[config.mk]
export PLATFORM = sky130hd
export DESIGN_NAME = sid_voice_mixer_flat
export DESIGN_NICKNAME = d
export VERILOG_FILES = /design/src/rtl/sid_pkg.sv /design/src/rtl/sid_voice_mixer_if.sv /design/src/rtl/sid_serial_mul.sv /design/src/rtl/sid_voice_mixer.sv /design/src/flat_wrapper.sv
export SDC_FILE = /design/constraint.sdc
export NUM_CORES = 1
export LEC_CHECK = 0
export CAP_MARGIN = 20
export CELL_PAD_IN_SITES_DETAIL_PLACEMENT = 2
export CELL_PAD_IN_SITES_GLOBAL_PLACEMENT = 2
export CORE_ASPECT_RATIO = 1.75
export CORE_MARGIN = 3
export CORE_UTILIZATION = 36
export CTS_CLUSTER_SIZE = 40
export DETAILED_ROUTE_END_ITERATION = 6
export HOLD_SLACK_MARGIN = 0.03
export PLACE_DENSITY = 0.89
export SETUP_SLACK_MARGIN = 0.2
export SKIP_CTS_REPAIR_TIMING = 1
export SLEW_MARGIN = 20
export SYNTH_ARGS = -nofsm -noshare
export SYNTH_HDL_FRONTEND = slang
export SYNTH_SLANG_ARGS = --single-unit
[constraint.sdc]
create_clock -name clock -period 7.8 [get_ports clock]
set_input_delay 1.56 -clock clock [delete_from_list [all_inputs] [get_ports clock]]
set_output_delay 1.56 -clock clock [all_outputs]
set_load 0.05 [all_outputs]
[src/rtl/sid_pkg.sv]
// Shared types and constants for the SID voice mixer slice.
package sid_pkg;

    localparam int unsigned WAVE_W     = 12;
    localparam int unsigned ENV_W      = 8;
    localparam int unsigned PROD_W     = 20;
    localparam int unsigned NUM_VOICES = 3;

    typedef enum logic [1:0] {
        StIdle,
        StMul,
        StAcc,
        StDone
    } mix_state_e;

    // Offset-binary waveform to two's complement: wave - 0x800.
    function automatic logic signed [WAVE_W-1:0] wave_to_signed(input logic [WAVE_W-1:0] w);
        return {~w[WAVE_W-1], w[WAVE_W-2:0]};
    endfunction

endpackage

[src/rtl/sid_voice_mixer_if.sv]
// Voice inputs and mixed-output bus between envelope generators, mixer and filter stage.
interface sid_voice_mixer_if
    import sid_pkg::*;
#(
    parameter int unsigned ACC_W = 22
) ();

    logic                     sample_tick;
    logic [WAVE_W-1:0]        wave0;
    logic [WAVE_W-1:0]        wave1;
    logic [WAVE_W-1:0]        wave2;
    logic [ENV_W-1:0]         env0;
    logic [ENV_W-1:0]         env1;
    logic [ENV_W-1:0]         env2;
    logic [NUM_VOICES-1:0]    filt_en;
    logic                     voice3_off;
    logic signed [ACC_W-1:0]  filt_out;
    logic signed [ACC_W-1:0]  direct_out;
    logic                     out_valid;
    logic                     overrun;

    modport master (
        output sample_tick, wave0, wave1, wave2, env0, env1, env2, filt_en, voice3_off,
        input  filt_out, direct_out, out_valid, overrun
    );

    modport slave (
        input  sample_tick, wave0, wave1, wave2, env0, env1, env2, filt_en, voice3_off,
        output filt_out, direct_out, out_valid, overrun
    );

endinterface

[src/rtl/sid_serial_mul.sv]
// 12x8 signed-by-unsigned shift-add multiplier, one multiplier bit per clock, LSB first.
module sid_serial_mul
    import sid_pkg::*;
(
    input  logic                     clock,
    input  logic                     reset,
    input  logic                     start_i,
    input  logic signed [WAVE_W-1:0] a_i,
    input  logic [ENV_W-1:0]         b_i,
    output logic                     busy_o,
    output logic                     done_o,
    output logic signed [PROD_W-1:0] p_o
);

    localparam int unsigned BitW = $clog2(ENV_W);

    logic [BitW-1:0]          bit_q, bit_d;
    logic                     busy_q, busy_d;
    logic signed [PROD_W-1:0] p_q, p_d;
    logic signed [PROD_W-1:0] a_ext;

    assign a_ext = {{(PROD_W - WAVE_W){a_i[WAVE_W-1]}}, a_i};

    // Start clears the partial product; a_i/b_i must stay stable while busy.
    always_comb begin
        bit_d  = bit_q;
        busy_d = busy_q;
        p_d    = p_q;
        if (start_i) begin
            bit_d  = '0;
            busy_d = 1'b1;
            p_d    = '0;
        end else if (busy_q) begin
            if (b_i[bit_q]) begin
                p_d = p_q + (a_ext <<< bit_q);
            end
            bit_d = bit_q + 1'b1;
            if (bit_q == BitW'(ENV_W - 1)) begin
                busy_d = 1'b0;
            end
        end
    end

    always_ff @(posedge clock) begin
        if (reset) begin
            bit_q  <= '0;
            busy_q <= 1'b0;
            p_q    <= '0;
        end else begin
            bit_q  <= bit_d;
            busy_q <= busy_d;
            p_q    <= p_d;
        end
    end

    // High during the final accumulation step, so p_o is complete after this edge.
    assign done_o = busy_q && (bit_q == BitW'(ENV_W - 1));
    assign busy_o = busy_q;
    assign p_o    = p_q;

endmodule

[src/rtl/sid_voice_mixer.sv]
// Snapshots three voices per sample tick, multiplies wave by envelope serially and sums
// the products onto the filter and direct buses.
module sid_voice_mixer
    import sid_pkg::*;
#(
    parameter int unsigned ACC_W = 22
) (
    input logic               clock,
    input logic               reset,
    sid_voice_mixer_if.slave  bus_io
);

    mix_state_e               state_q, state_d;
    logic [1:0]               voice_q, voice_d;
    logic [WAVE_W-1:0]        wave_q [NUM_VOICES];
    logic [WAVE_W-1:0]        wave_d [NUM_VOICES];
    logic [ENV_W-1:0]         env_q  [NUM_VOICES];
    logic [ENV_W-1:0]         env_d  [NUM_VOICES];
    logic [NUM_VOICES-1:0]    filt_en_q, filt_en_d;
    logic                     v3_off_q, v3_off_d;
    logic signed [ACC_W-1:0]  filt_acc_q, filt_acc_d;
    logic signed [ACC_W-1:0]  dir_acc_q, dir_acc_d;
    logic signed [ACC_W-1:0]  filt_out_q, filt_out_d;
    logic signed [ACC_W-1:0]  dir_out_q, dir_out_d;
    logic                     valid_q, valid_d;
    logic                     overrun_q, overrun_d;

    logic                     mul_start;
    logic                     mul_busy;
    logic                     mul_done;
    logic signed [PROD_W-1:0] mul_p;
    logic signed [ACC_W-1:0]  prod_ext;

    sid_serial_mul u_mul (
        .clock   (clock),
        .reset   (reset),
        .start_i (mul_start),
        .a_i     (wave_to_signed(wave_q[voice_q])),
        .b_i     (env_q[voice_q]),
        .busy_o  (mul_busy),
        .done_o  (mul_done),
        .p_o     (mul_p)
    );

    assign prod_ext = {{(ACC_W - PROD_W){mul_p[PROD_W-1]}}, mul_p};

    always_comb begin
        state_d    = state_q;
        voice_d    = voice_q;
        wave_d     = wave_q;
        env_d      = env_q;
        filt_en_d  = filt_en_q;
        v3_off_d   = v3_off_q;
        filt_acc_d = filt_acc_q;
        dir_acc_d  = dir_acc_q;
        filt_out_d = filt_out_q;
        dir_out_d  = dir_out_q;
        valid_d    = 1'b0;
        overrun_d  = bus_io.sample_tick && (state_q != StIdle);
        mul_start  = 1'b0;

        unique case (state_q)
            StIdle: begin
                if (bus_io.sample_tick) begin
                    wave_d     = '{bus_io.wave0, bus_io.wave1, bus_io.wave2};
                    env_d      = '{bus_io.env0, bus_io.env1, bus_io.env2};
                    filt_en_d  = bus_io.filt_en;
                    v3_off_d   = bus_io.voice3_off;
                    voice_d    = '0;
                    filt_acc_d = '0;
                    dir_acc_d  = '0;
                    mul_start  = 1'b1;
                    state_d    = StMul;
                end
            end
            StMul: begin
                if (mul_done) begin
                    state_d = StAcc;
                end
            end
            StAcc: begin
                // voice3_off only mutes voice 2 on the direct bus, never on the filter bus.
                if (filt_en_q[voice_q]) begin
                    filt_acc_d = filt_acc_q + prod_ext;
                end else if (!(voice_q == 2'd2 && v3_off_q)) begin
                    dir_acc_d = dir_acc_q + prod_ext;
                end
                voice_d = voice_q + 2'd1;
                if (voice_q == 2'(NUM_VOICES - 1)) begin
                    state_d = StDone;
                end else begin
                    mul_start = 1'b1;
                    state_d   = StMul;
                end
            end
            StDone: begin
                filt_out_d = filt_acc_q;
                dir_out_d  = dir_acc_q;
                valid_d    = 1'b1;
                state_d    = StIdle;
            end
            default: state_d = StIdle;
        endcase
    end

    always_ff @(posedge clock) begin
        if (reset) begin
            state_q    <= StIdle;
            voice_q    <= '0;
            wave_q     <= '{default: '0};
            env_q      <= '{default: '0};
            filt_en_q  <= '0;
            v3_off_q   <= 1'b0;
            filt_acc_q <= '0;
            dir_acc_q  <= '0;
            filt_out_q <= '0;
            dir_out_q  <= '0;
            valid_q    <= 1'b0;
            overrun_q  <= 1'b0;
        end else begin
            state_q    <= state_d;
            voice_q    <= voice_d;
            wave_q     <= wave_d;
            env_q      <= env_d;
            filt_en_q  <= filt_en_d;
            v3_off_q   <= v3_off_d;
            filt_acc_q <= filt_acc_d;
            dir_acc_q  <= dir_acc_d;
            filt_out_q <= filt_out_d;
            dir_out_q  <= dir_out_d;
            valid_q    <= valid_d;
            overrun_q  <= overrun_d;
        end
    end

    assign bus_io.filt_out   = filt_out_q;
    assign bus_io.direct_out = dir_out_q;
    assign bus_io.out_valid  = valid_q;
    assign bus_io.overrun    = overrun_q;

    logic unused_busy;
    assign unused_busy = mul_busy;

endmodule
[src/flat_wrapper.sv]
// flat-port wrapper written by rule: the top's interface ports become plain ports
module sid_voice_mixer_flat import sid_pkg::*;
#(
    parameter int unsigned ACC_W = 22
)
  (clock, reset, bus_io_sample_tick, bus_io_wave0, bus_io_wave1, bus_io_wave2, bus_io_env0, bus_io_env1, bus_io_env2, bus_io_filt_en, bus_io_voice3_off, bus_io_filt_out, bus_io_direct_out, bus_io_out_valid, bus_io_overrun);
  sid_voice_mixer_if #(.ACC_W(ACC_W)) bus_io_i ();
  input logic clock;
  input logic reset;
  input wire logic [$bits(bus_io_i.sample_tick)-1:0] bus_io_sample_tick;
  input wire logic [$bits(bus_io_i.wave0)-1:0] bus_io_wave0;
  input wire logic [$bits(bus_io_i.wave1)-1:0] bus_io_wave1;
  input wire logic [$bits(bus_io_i.wave2)-1:0] bus_io_wave2;
  input wire logic [$bits(bus_io_i.env0)-1:0] bus_io_env0;
  input wire logic [$bits(bus_io_i.env1)-1:0] bus_io_env1;
  input wire logic [$bits(bus_io_i.env2)-1:0] bus_io_env2;
  input wire logic [$bits(bus_io_i.filt_en)-1:0] bus_io_filt_en;
  input wire logic [$bits(bus_io_i.voice3_off)-1:0] bus_io_voice3_off;
  output wire logic [$bits(bus_io_i.filt_out)-1:0] bus_io_filt_out;
  output wire logic [$bits(bus_io_i.direct_out)-1:0] bus_io_direct_out;
  output wire logic [$bits(bus_io_i.out_valid)-1:0] bus_io_out_valid;
  output wire logic [$bits(bus_io_i.overrun)-1:0] bus_io_overrun;
  assign bus_io_i.sample_tick = bus_io_sample_tick;
  assign bus_io_i.wave0 = bus_io_wave0;
  assign bus_io_i.wave1 = bus_io_wave1;
  assign bus_io_i.wave2 = bus_io_wave2;
  assign bus_io_i.env0 = bus_io_env0;
  assign bus_io_i.env1 = bus_io_env1;
  assign bus_io_i.env2 = bus_io_env2;
  assign bus_io_i.filt_en = bus_io_filt_en;
  assign bus_io_i.voice3_off = bus_io_voice3_off;
  assign bus_io_filt_out = bus_io_i.filt_out;
  assign bus_io_direct_out = bus_io_i.direct_out;
  assign bus_io_out_valid = bus_io_i.out_valid;
  assign bus_io_overrun = bus_io_i.overrun;
  sid_voice_mixer #(.ACC_W(ACC_W)) u_core (.clock(clock), .reset(reset), .bus_io(bus_io_i));
endmodule
# Yosys cells after proc, flatten, opt, wreduce, memory -nomap -nowiden
# Cells that the tools add are included.
[op_classes]
n_addsub = 5
mul = 0
n_div = 0
order_cmp = 3
n_eq_ne = 10
shifts = 1
n_mux = 29
bitwise_logic = 2
reduce_logical = 13
[op_table]
columns = ["operator", "n"]
rows = [
  ["22-bit 2-to-1 mux", 4],
  ["22-bit one-hot mux with 2 select lines", 2],
  ["22-bit by 20-bit adder with 22-bit output", 2],
  ["12-bit binary-select mux with 2-bit select", 1],
  ["12-bit 2-to-1 mux", 2],
  ["20-bit adder", 1],
  ["12-bit by 3-bit <<< shifter with 20-bit output", 1],
  ["8-bit binary-select mux with 2-bit select", 1],
  ["8-bit 2-to-1 mux", 2],
  ["1-bit 2-to-1 mux", 8],
  ["2-bit 2-to-1 mux", 4],
  ["2-bit one-hot mux with 4 select lines", 1],
  ["2-bit AND reduction", 4],
  ["2-bit equality test, second input constant", 3],
  ["2-bit != test, second input constant", 3],
  ["3-bit by 4-bit less-than comparator with 1-bit output, second input constant", 1],
  ["2-bit by 1-bit != test with 1-bit output, second input constant", 2],
  ["2-bit one-hot mux with 2 select lines", 1],
  ["4-bit AND reduction", 1],
  ["2-bit nonzero test", 2],
  ["3-bit by 1-bit adder with 3-bit output, second input constant", 1],
  ["1-bit binary-select mux with 3-bit select", 1],
  ["3-bit equality test, second input constant", 1],
  ["3-bit >= comparator, second input constant", 1],
  ["11 further kinds", 13],
]
[word_totals]
regBits = 182
latch_bits = 0
ramBits = 0
mem_bits_ro = 0
input_bits = 67
out_inout_bits = 46
word_cells = 82
memories = 0

# Longest topological paths before layout
# Gate-level depths: netlist of run 1.
[logic_depth]
ltp_word = 7
ltp_mapped = 21

# Hierarchy
# From an unflattened synthesis of run 1, not the netlist that was laid out.
[unflattened]
hier_cells = 1292
hier_area_um2 = 10163.5
[by_module_without_submodules]
columns = ["module", "n_inst", "cells_each", "area_each_um2", "seq_area_each_um2"]
rows = [
  ["sid_voice_mixer", 1, 994, 7820.0, 3163.0],
  ["sid_serial_mul", 1, 298, 2343.5, 480.5],
]

# Worst setup path before layout of run 1
# Ideal clock, no wire load.
[synth_timing]
kind = "reg2reg"
start = "register u_core.voice_q[0]"
end = "register u_core.u_mul.p_q[19] (netlist: u_core.u_mul.p_o[19])"
setup_time_ps = 70
arrival_ps = 3509
t_required_ps = 7730
slack_ps = 4221
path_stages_with_launch = 19
n_path_buf = 2
period_less_slack_ps = 3579
cell_sequence = "dfxtp_1 > buf_4 > buf_2 > mux2i_1 > o21ai_0 > mux2_2 > a21oi_1 > nor2_1 > ha_1 > o21ai_0 > o21a_1 > o311a_2 > o21bai_1 > a31oi_1 > o21ai_1 > nor2_2 > xnor2_1 > or3_1 > a21oi_1"
[synth_between]
elab_chain_len = 7
elab_cells_between_ends = 17
cone_classes = "add/sub: 1; eq/ne: 1; shift: 1; mux: 10; bitwise: 2; reduce/logical: 2"
[synth_lines]
columns = ["item", "line", "text"]
rows = [
  ["start: declaration", "sid_voice_mixer.sv:14", "logic [1:0] voice_q, voice_d;"],
  ["start signal: assignment", "sid_voice_mixer.sv:122", "voice_q <= voice_d;"],
  ["2-bit inverter with 3-bit output (not written as such)", "sid_voice_mixer.sv:38, sid_voice_mixer.sv:39", ""],
  ["12-bit binary-select mux with 2-bit select or 8-bit binary-select mux with 2-bit select (tied branches)", "sid_voice_mixer.sv:38, sid_voice_mixer.sv:39", ""],
  ["12-bit 2-to-1 mux (not written as such) or 8-bit 2-to-1 mux (tied branches) (2 in a row)", "sid_voice_mixer.sv:38, sid_voice_mixer.sv:39", ""],
  ["1-bit inverter or 1-bit binary-select mux with 3-bit select (tied branches)", "sid_pkg.sv:18, sid_serial_mul.sv:34", ""],
  ["12-bit by 3-bit <<< shifter with 20-bit output or 1-bit 2-to-1 mux (tied branches)", "sid_serial_mul.sv:35, sid_serial_mul.sv:34", ""],
  ["20-bit adder or 2-bit AND reduction (tied branches)", "n/a", ""],
  ["end signal: assignment", "sid_serial_mul.sv:52", "p_q <= p_d;"],
  ["end: declaration", "sid_serial_mul.sv:19", "logic signed [PROD_W-1:0] p_q, p_d;"],
]
# Several ways; a longest one is shown, not always the timed one. The select of a mux whose other input is x is not followed.
# A chain may end at the register's enable or synchronous reset.

# Worst setup path in the final report of run 1
[layout_timing]
start = "register u_core.voice_q[0]"
end = "register u_core.u_mul.p_q[17] (netlist: u_core.u_mul.p_o[17])"
# The elaborated chain is that of the path after synthesis.

==> impl_results.md, run 1 <==
* Num CTS Buffers at 17
* WL final at 35.5 mm
* Hold Slack at 0.457 ns
* Vias in the first global route at 10700
* Crit start category: flop
* Post-synth top flop: dfxtp_1
* Row count at 80
* Lkg Pwr at 4.70 nW
* Initial Utilization at 0.365
* Syn nets at 1400
* Clock-pin slew on the worst setup and hold paths at 0.07 ns
* DRC Markers at 0
* Syn-to-layout area delta at 19.6%
* Fmax at 212 MHz
* Via count at 9467
* Final nets at 1466
* Crit Path Max Fanout at 17
* TNS Setup at 0 ns
* Gr usage total at 0.241
* Worst Max-Slew Pin Slew at 1.05 ns
* CP arrival at 5.05 ns
* Die Footprint at 29800 µm²
* Final Hold Viols at 0
* Asr flop ratio synth at 0
* Final setup vio count at 0
* Seq/Total Area, Yosys at 0.365
* Initial antenna violation count at 0
* Slew Limit Fails at 0
* Post-DR wirelength/cell at 20.7 µm
* Synth Warn # at 0
* Slew headroom at 0.294
* Synth Register Bits at 182
* ANT cells at 0
* Mapped Cells at 1266
* Number of synthesized flops with an enable pin at 0
* Maximum VDD drop at 0.170 mV
* Dpl cells at 1682
* Crit path time final at 4.72 ns
* Core ar. at 27300 µm²
* Fillers at 3076
* First-pass GRT wire length at 57.0 mm
* Min-delay worst type: flop to flop
* Power density over the cells at 178 nW/µm²
* Largest net degree at the start of global routing at 98
* Period utilization at 0.605
* Unique masters post-synth at 65
* Die X-Extent at 132 µm
* CP Data Required Time at 8.14 ns
* Sink Count at 182
* Clock Tree Buf Depth at 2
* DR vias/cell at 5.52
* Clk_skew at 0.0103 ns
* IO Count at 113
* Worst skew pair latency at 0.47 ns
* Netlist Area Pre-Place at 9970 µm²
* DR iter-0 viols at 395
* Number of H-tree levels at 4
* DP HPWL at 25.8 mm
* Status: finished, final reports clean
* Post-Layout Cell Count at 1714
* Share of layout cells above drive strength 1 at 0.0498
* RD Place Congestion at 0.846
* DR pass1 iterations at 4
* Remaining global-route overflow at 0
* Post-route ant nets at 0
* Unrepaired setup endpoints after global routing: no
* CTS tree: done
* Port bufs at 112
* Root Driver: clkbuf_16
* Post-Route Utilization at 0.437
* CP Class: flop to flop
* Die H at 226 µm
* Mean Syn Cell Area at 7.88 µm²
* Max-cap viol count at 0
* CP endpoint kind: flop
[cell type report]
cell class / count / area [µm²] / area share
Clock buffer: 21 / 470 / 0.0394
Clock inverter: 11 / 146 / 0.0123
Inverter: 16 / 60.1 / 0.00503
Multi-Input combinational cell: 995 / 5970 / 0.500
Sequential cell: 182 / 3640 / 0.305
Tap cell: 369 / 462 / 0.0387
Timing Repair Buffer: 120 / 1180 / 0.0988
[layout by cell type, fill, tap and decap left out, types with 4 or more instances in the layout]
cell               n
o21bai_1           8
a21o_1            31
mux4_2             7
a21oi_1          204
xor2_1            25
o21ai_1            5
a22oi_1            7
o21a_1             6
mux2_2             5
xnor2_1           26
ha_1              64
inv_1             16
nand3_1           11
a22o_1            12
mux2i_1           33
clkbuf_16         17
and3_1             4
and2_1             7
nor3_1            19
nor2b_1           12
dfxtp_1          182
clkdlybuf4s50_1  111
nand2b_1           8
a311o_1            4
nand2_1          283
buf_4              9
nor2_1            99
a31oi_1           13
o21ai_0           48
[registers in the layout (all words and copies together), names as in the netlist]
register / flops
u_core.env_q: 24
u_core.u_mul.p_o: 20
u_core.bus_io.direct_out: 22
u_core.dir_acc_q: 22
u_core.v3_off_q: 1
u_core.u_mul.bit_q: 3
u_core.bus_io.overrun: 1
u_core.filt_en_q: 3
u_core.bus_io.out_valid: 1
u_core.filt_acc_q: 22
u_core.wave_q: 36
u_core.bus_io.filt_out: 22
u_core.state_q: 2
u_core.u_mul.busy_o: 1
u_core.voice_q: 2
[power breakdown]
part / internal (W) / switching [W] / leakage [nW] / total, W
registers: 0.000952 / 0.0000190 / 1.48 / 0.000971
clock network: 0.000530 / 0.000402 / 0.299 / 0.000931
logic: 0.0000880 / 0.000129 / 2.92 / 0.000217
total: 0.00157 / 0.000550 / 4.70 / 0.00212
[synth_stat cells (4+ instances only)]
library cell / instances / share of area
xnor2_1: 26 / 0.023
and3_1: 4 / 0.0025
nor3_1: 19 / 0.0095
nand2_1: 284 / 0.11
ha_1: 64 / 0.080
a22o_1: 12 / 0.011
buf_2: 6 / 0.0030
a21o_1: 31 / 0.023
mux4_2: 7 / 0.016
o21ai_0: 48 / 0.024
mux2i_1: 33 / 0.033
dfxtp_1: 182 / 0.37
inv_1: 16 / 0.0060
a31oi_1: 13 / 0.0082
a21oi_1: 204 / 0.10
o21bai_1: 8 / 0.0060
clkbuf_1: 55 / 0.021
a311o_1: 4 / 0.0040
nor2_1: 99 / 0.037
buf_1: 7 / 0.0026
xor2_1: 25 / 0.022
nand3_1: 11 / 0.0055
mux2_2: 5 / 0.0056
a22oi_1: 7 / 0.0053
o21ai_1: 5 / 0.0025
nor2b_1: 12 / 0.0075
o21a_1: 6 / 0.0045
buf_4: 4 / 0.0030
and2_1: 8 / 0.0050
nand2b_1: 8 / 0.0050
[layer usage]
metal	wire (µm)	share of wire	up-vias	global-route usage
met5	0	0	-	0
met4	1890	0.053	0	0.135
met3	834	0.023	95	0.0343
met2	20100	0.57	188	0.481
met1	12700	0.36	4662	0.233
li1	-	-	4522	-
[cell families after synthesis]
group	after synthesis	synth area share
buffers and inverters	89	0.0365
adders and majority gates	67	0.0863
muxes	45	0.0546
DFF	182	0.365
and+or+nand+nor	465	0.195
xor gates and xnor gates	51	0.0448
AOI/OAI and AO/OA	367	0.218
[path summary, 6_finish.rpt]
kind | end | startpoint | slack (ns) | cells after the start
setup reg to reg | u_core.u_mul.p_o[17] | u_core.voice_q[0] | 3.08 | 18
hold / removal | u_core.bus_io.filt_out[17] | u_core.bus_io.filt_out[17] | 0.46 | 2
hold reg to reg | u_core.bus_io.filt_out[17] | u_core.bus_io.filt_out[17] | 0.46 | 2
setup / recovery | u_core.u_mul.p_o[17] | u_core.voice_q[0] | 3.08 | 18
[critical path: stages, from the launching register on]
cell and delay, ns:
dfxtp_1 0.60, nor2b_1 0.76, nand2_1 0.14, o21ai_0 0.28, o21ai_0 0.31, mux2i_1 0.24
nor2_1 0.08, a21oi_1 0.25, ha_1 0.37, a21o_1 0.20, a21o_1 0.20, a21o_1 0.20
nand2_1 0.07, a21oi_1 0.07, a311o_1 0.36, a21oi_1 0.20, xnor2_1 0.08, mux2i_1 0.12
nor2_1 0.05
[stage by stage]
step | total power [W] | setup WS, ns | instance area [µm²]
2_1_floorplan | 0.00112 | 4.22 | 9970
3_3_place_gp | 0.00119 | 3.42 | 11300
3_5_place_dp | 0.00121 | 3.18 | 11300
4_1_cts | 0.00214 | 3.11 | 11900
5_1_grt | 0.00220 | 2.67 | 11900
6_report | 0.00212 | 3.08 | 11900
Power figures use the tool's default switching activity.
==> run 2, diff against run 1 <==
Settings changed: CORE_UTILIZATION 36 to 30, PLACE_DENSITY 0.89 to 0.79.
Clock period 7.8 ns to 4.3 ns, I/O delays scaled along.
==> run 2 against run 1 <==
Against the previous run:
- worst setup slack worse by 2.6 ns
- critical path depth is 1 higher
- non-clock buffer count is 4 higher
- routed wire length is 11% lower
- largest power group unchanged
- critical endpoint is now u_core.u_mul.p_o[19]
- final area is 0.66% higher
- utilization is 6.8 points lower
- register-to-register slack worse by 2.6 ns
==> impl_results.md, run 2 (synthesized netlist as in run 1, its figures left out) <==
* Fillers at 3736 (was 3076)
* Die H at 247 µm (was 226 µm)
* Period utilization at 0.893 (was 0.605)
* Crit Path Max Fanout at 16 (was 17)
* Clock Tree Buf Depth at 2 (unchanged)
* Clock-pin slew on the worst setup and hold paths at 0.07 ns (about the same)
* Crit start category: flop (unchanged)
* First-pass GRT wire length at 51.8 mm (was 57.0 mm)
* Logic pwr share at 0.105 (was 0.102)
* Gr usage total at 0.183 (was 0.241)
* DR pass1 iterations at 4 (unchanged)
* DR iter-0 viols at 221 (was 395)
* Die Footprint at 35500 µm² (was 29800 µm²)
* ANT cells at 0 (unchanged)
* CP Class: flop to flop (unchanged)
* Port bufs at 112 (unchanged)
* Flop pwr share at 0.475 (was 0.458)
* Sink Count at 182 (unchanged)
* Multi-input gate area at 6010 µm² (was 5970 µm²)
* Dpl cells at 1717 (was 1682)
* Final setup vio count at 0 (unchanged)
* Most frequent cells in the layout: 283 x nand2_1, 201 x a21oi_1, 181 x dfxtp_1 (was 283 x nand2_1, 204 x a21oi_1, 182 x dfxtp_1)
* Worst Max-Slew Pin Slew at 1.06 ns (was 1.05 ns)
* Root Driver: clkbuf_16 (unchanged)
* Commonest non-fill, non-tap cell in the layout: nand2_1 (unchanged)
* Core ar. at 32500 µm² (was 27300 µm²)
* Initial antenna violation count at 0 (unchanged)
* CTS tree: done (unchanged)
* Largest register FFs at 36 (unchanged)
* Clk_skew at 0.0128 ns (was 0.0103 ns)
* DR vias/cell at 5.26 (was 5.52)
* Reg2Reg Depth at 19 (was 18)
* Crit path time final at 3.84 ns (was 4.72 ns)
* Post-Layout Cell Count at 1749 (was 1714)
* Final nets at 1470 (was 1466)
* Share of layout cells above drive strength 1 at 0.0593 (was 0.0498)
* Post-DR wirelength/cell at 18.1 µm (was 20.7 µm)
* Unrepaired setup endpoints after global routing: yes (was no)
* TNS Setup at 0 ns (unchanged)
* Vias in the first global route at 10200 (was 10700)
* Number of H-tree levels at 4 (unchanged)
* Power density over the cells at 308 nW/µm² (was 178 nW/µm²)
* Top Registers: u_core.wave_q: 36 flops, u_core.env_q: 24 flops (unchanged)
* Maximum VDD drop at 0.281 mV (was 0.170 mV)
* Status: finished, final reports clean (unchanged)
* DP HPWL at 24.4 mm (was 25.8 mm)
* Max-cap viol count at 0 (unchanged)
* Switching power at 0.000972 W (was 0.000550 W)
* Slew Limit Fails at 0 (unchanged)
* Post-route ant nets at 0 (unchanged)
* Sw Share at 0.263 (was 0.259)
* Via count at 9205 (was 9467)
* Min-delay worst type: flop to flop (unchanged)
* Worst flop-to-flop path startpoint: u_core.voice_q[0] (unchanged)
* Top reg by flops: u_core.wave_q (unchanged)
* Slew headroom at 0.289 (was 0.294)
* Int Pwr at 0.00272 W (was 0.00157 W)
* CP arrival at 4.22 ns (was 5.05 ns)
* Die X-Extent at 144 µm (was 132 µm)
* Syn-to-layout area delta at 20.4% (was 19.6%)
* Register area at 3640 µm² (about the same)
* RD Place Congestion at 0.802 (was 0.846)
* Hold Slack at 0.456 ns (was 0.457 ns)
* Hold Startpoint: u_core.bus_io.direct_out[20] (was u_core.bus_io.filt_out[17])
* Num CTS Buffers at 17 (unchanged)
* Placed Area at 11400 µm² (was 11300 µm²)
* Initial Utilization at 0.306 (was 0.365)
* Worst r2r dst: u_core.u_mul.p_o[19] (was u_core.u_mul.p_o[17])
* Row count at 87 (was 80)
* WL final at 31.7 mm (was 35.5 mm)
* CP Data Required Time at 4.68 ns (was 8.14 ns)
* Clock power frac at 0.420 (was 0.440)
* IO Count at 113 (unchanged)
* Worst skew pair latency at 0.46 ns (was 0.47 ns)
* Reg2Reg Setup Slack at 0.46 ns (was 3.08 ns)
* Final Hold Viols at 0 (unchanged)
* Remaining global-route overflow at 0 (unchanged)
* Fmax at 261 MHz (was 212 MHz)
* Largest net degree at the start of global routing at 72 (was 98)
* Final Cell Area at 12000 µm² (was 11900 µm²)
* Hold EP: u_core.bus_io.direct_out[20] (was u_core.bus_io.filt_out[17])
* Hold Path Depth at 2 (unchanged)
* CP endpoint kind: flop (unchanged)
* Lkg Pwr at 4.70 nW (about the same)
* DRC Markers at 0 (unchanged)
[run 2: layout make-up]
type / instances / area share
inverters: 16 / 0.00500
multi-input cells: 995 / 0.500
clock buffers: 20 / 0.0380
well taps: 400 / 0.0417
flip-flops and latches: 182 / 0.304
clock inverters: 12 / 0.00969
repair buffers: 124 / 0.102
[run 2: how the worst max path moves through the flow]
stage                            from              endpoint  slack, ns  depth (start not counted)
global route        u_core.voice_q[0]  u_core.u_mul.p_o[19]       0.13                         19
finish              u_core.voice_q[0]  u_core.u_mul.p_o[19]       0.46                         19
CTS                 u_core.voice_q[1]  u_core.u_mul.p_o[19]       0.03                         15
detailed placement  u_core.voice_q[1]  u_core.u_mul.p_o[19]       0.14                         15
global placement    u_core.voice_q[1]  u_core.u_mul.p_o[19]       0.32                         19
floorplan           u_core.voice_q[0]  u_core.u_mul.p_o[19]       0.72                         18
[run 2: power groups by stage]
stage	combinational (W)	sequential [W]	clock [W]
6_report	0.000386	0.00176	0.00155
5_1_grt	0.000435	0.00176	0.00167
4_1_cts	0.000392	0.00176	0.00160
3_5_place_dp	0.000389	0.00180	0
3_3_place_gp	0.000375	0.00179	0
2_1_floorplan	0.000249	0.00178	0
[run 2: through the flow]
stage	utilization	setup slack [ns]	power, W
finish	0.369	0.462	0.00370
global placement	0.350	0.325	0.00217
floorplan	-	0.721	0.00203
global route	0.369	0.134	0.00387
CTS	0.367	0.0330	0.00375
detailed placement	0.350	0.142	0.00219
[run 2: worst max-delay path, cell delays in order, from the launching register on]
cell and delay [ns]:
dfxtp_2 0.38, buf_12 0.18, mux2i_1 0.25, nor2_1 0.08, a21oi_2 0.14, mux2_2 0.20
nor2_1 0.06, a21oi_2 0.15, nor2_1 0.07, ha_1 0.35, o21ai_1 0.12, o21a_1 0.21
o311a_2 0.44, o21bai_2 0.18, a31oi_2 0.14, o21ai_1 0.19, nor2_2 0.05, xnor2_1 0.13
or3_1 0.31, a21oi_1 0.14
[run 2: layer usage]
metal  vias up  wire length, µm  track usage
li1       4533                -            -
met1      4504            11600        0.179
met2       123            18400        0.370
met3        45              557       0.0252
met4         0             1090       0.0734
met5         -                0            0
==> run 3, diff against run 2 <==
Settings changed: SLEW_MARGIN 20 to unset.
==> results of run 3 <==
Final layout, timing and power as in run 2 (identical DEF).
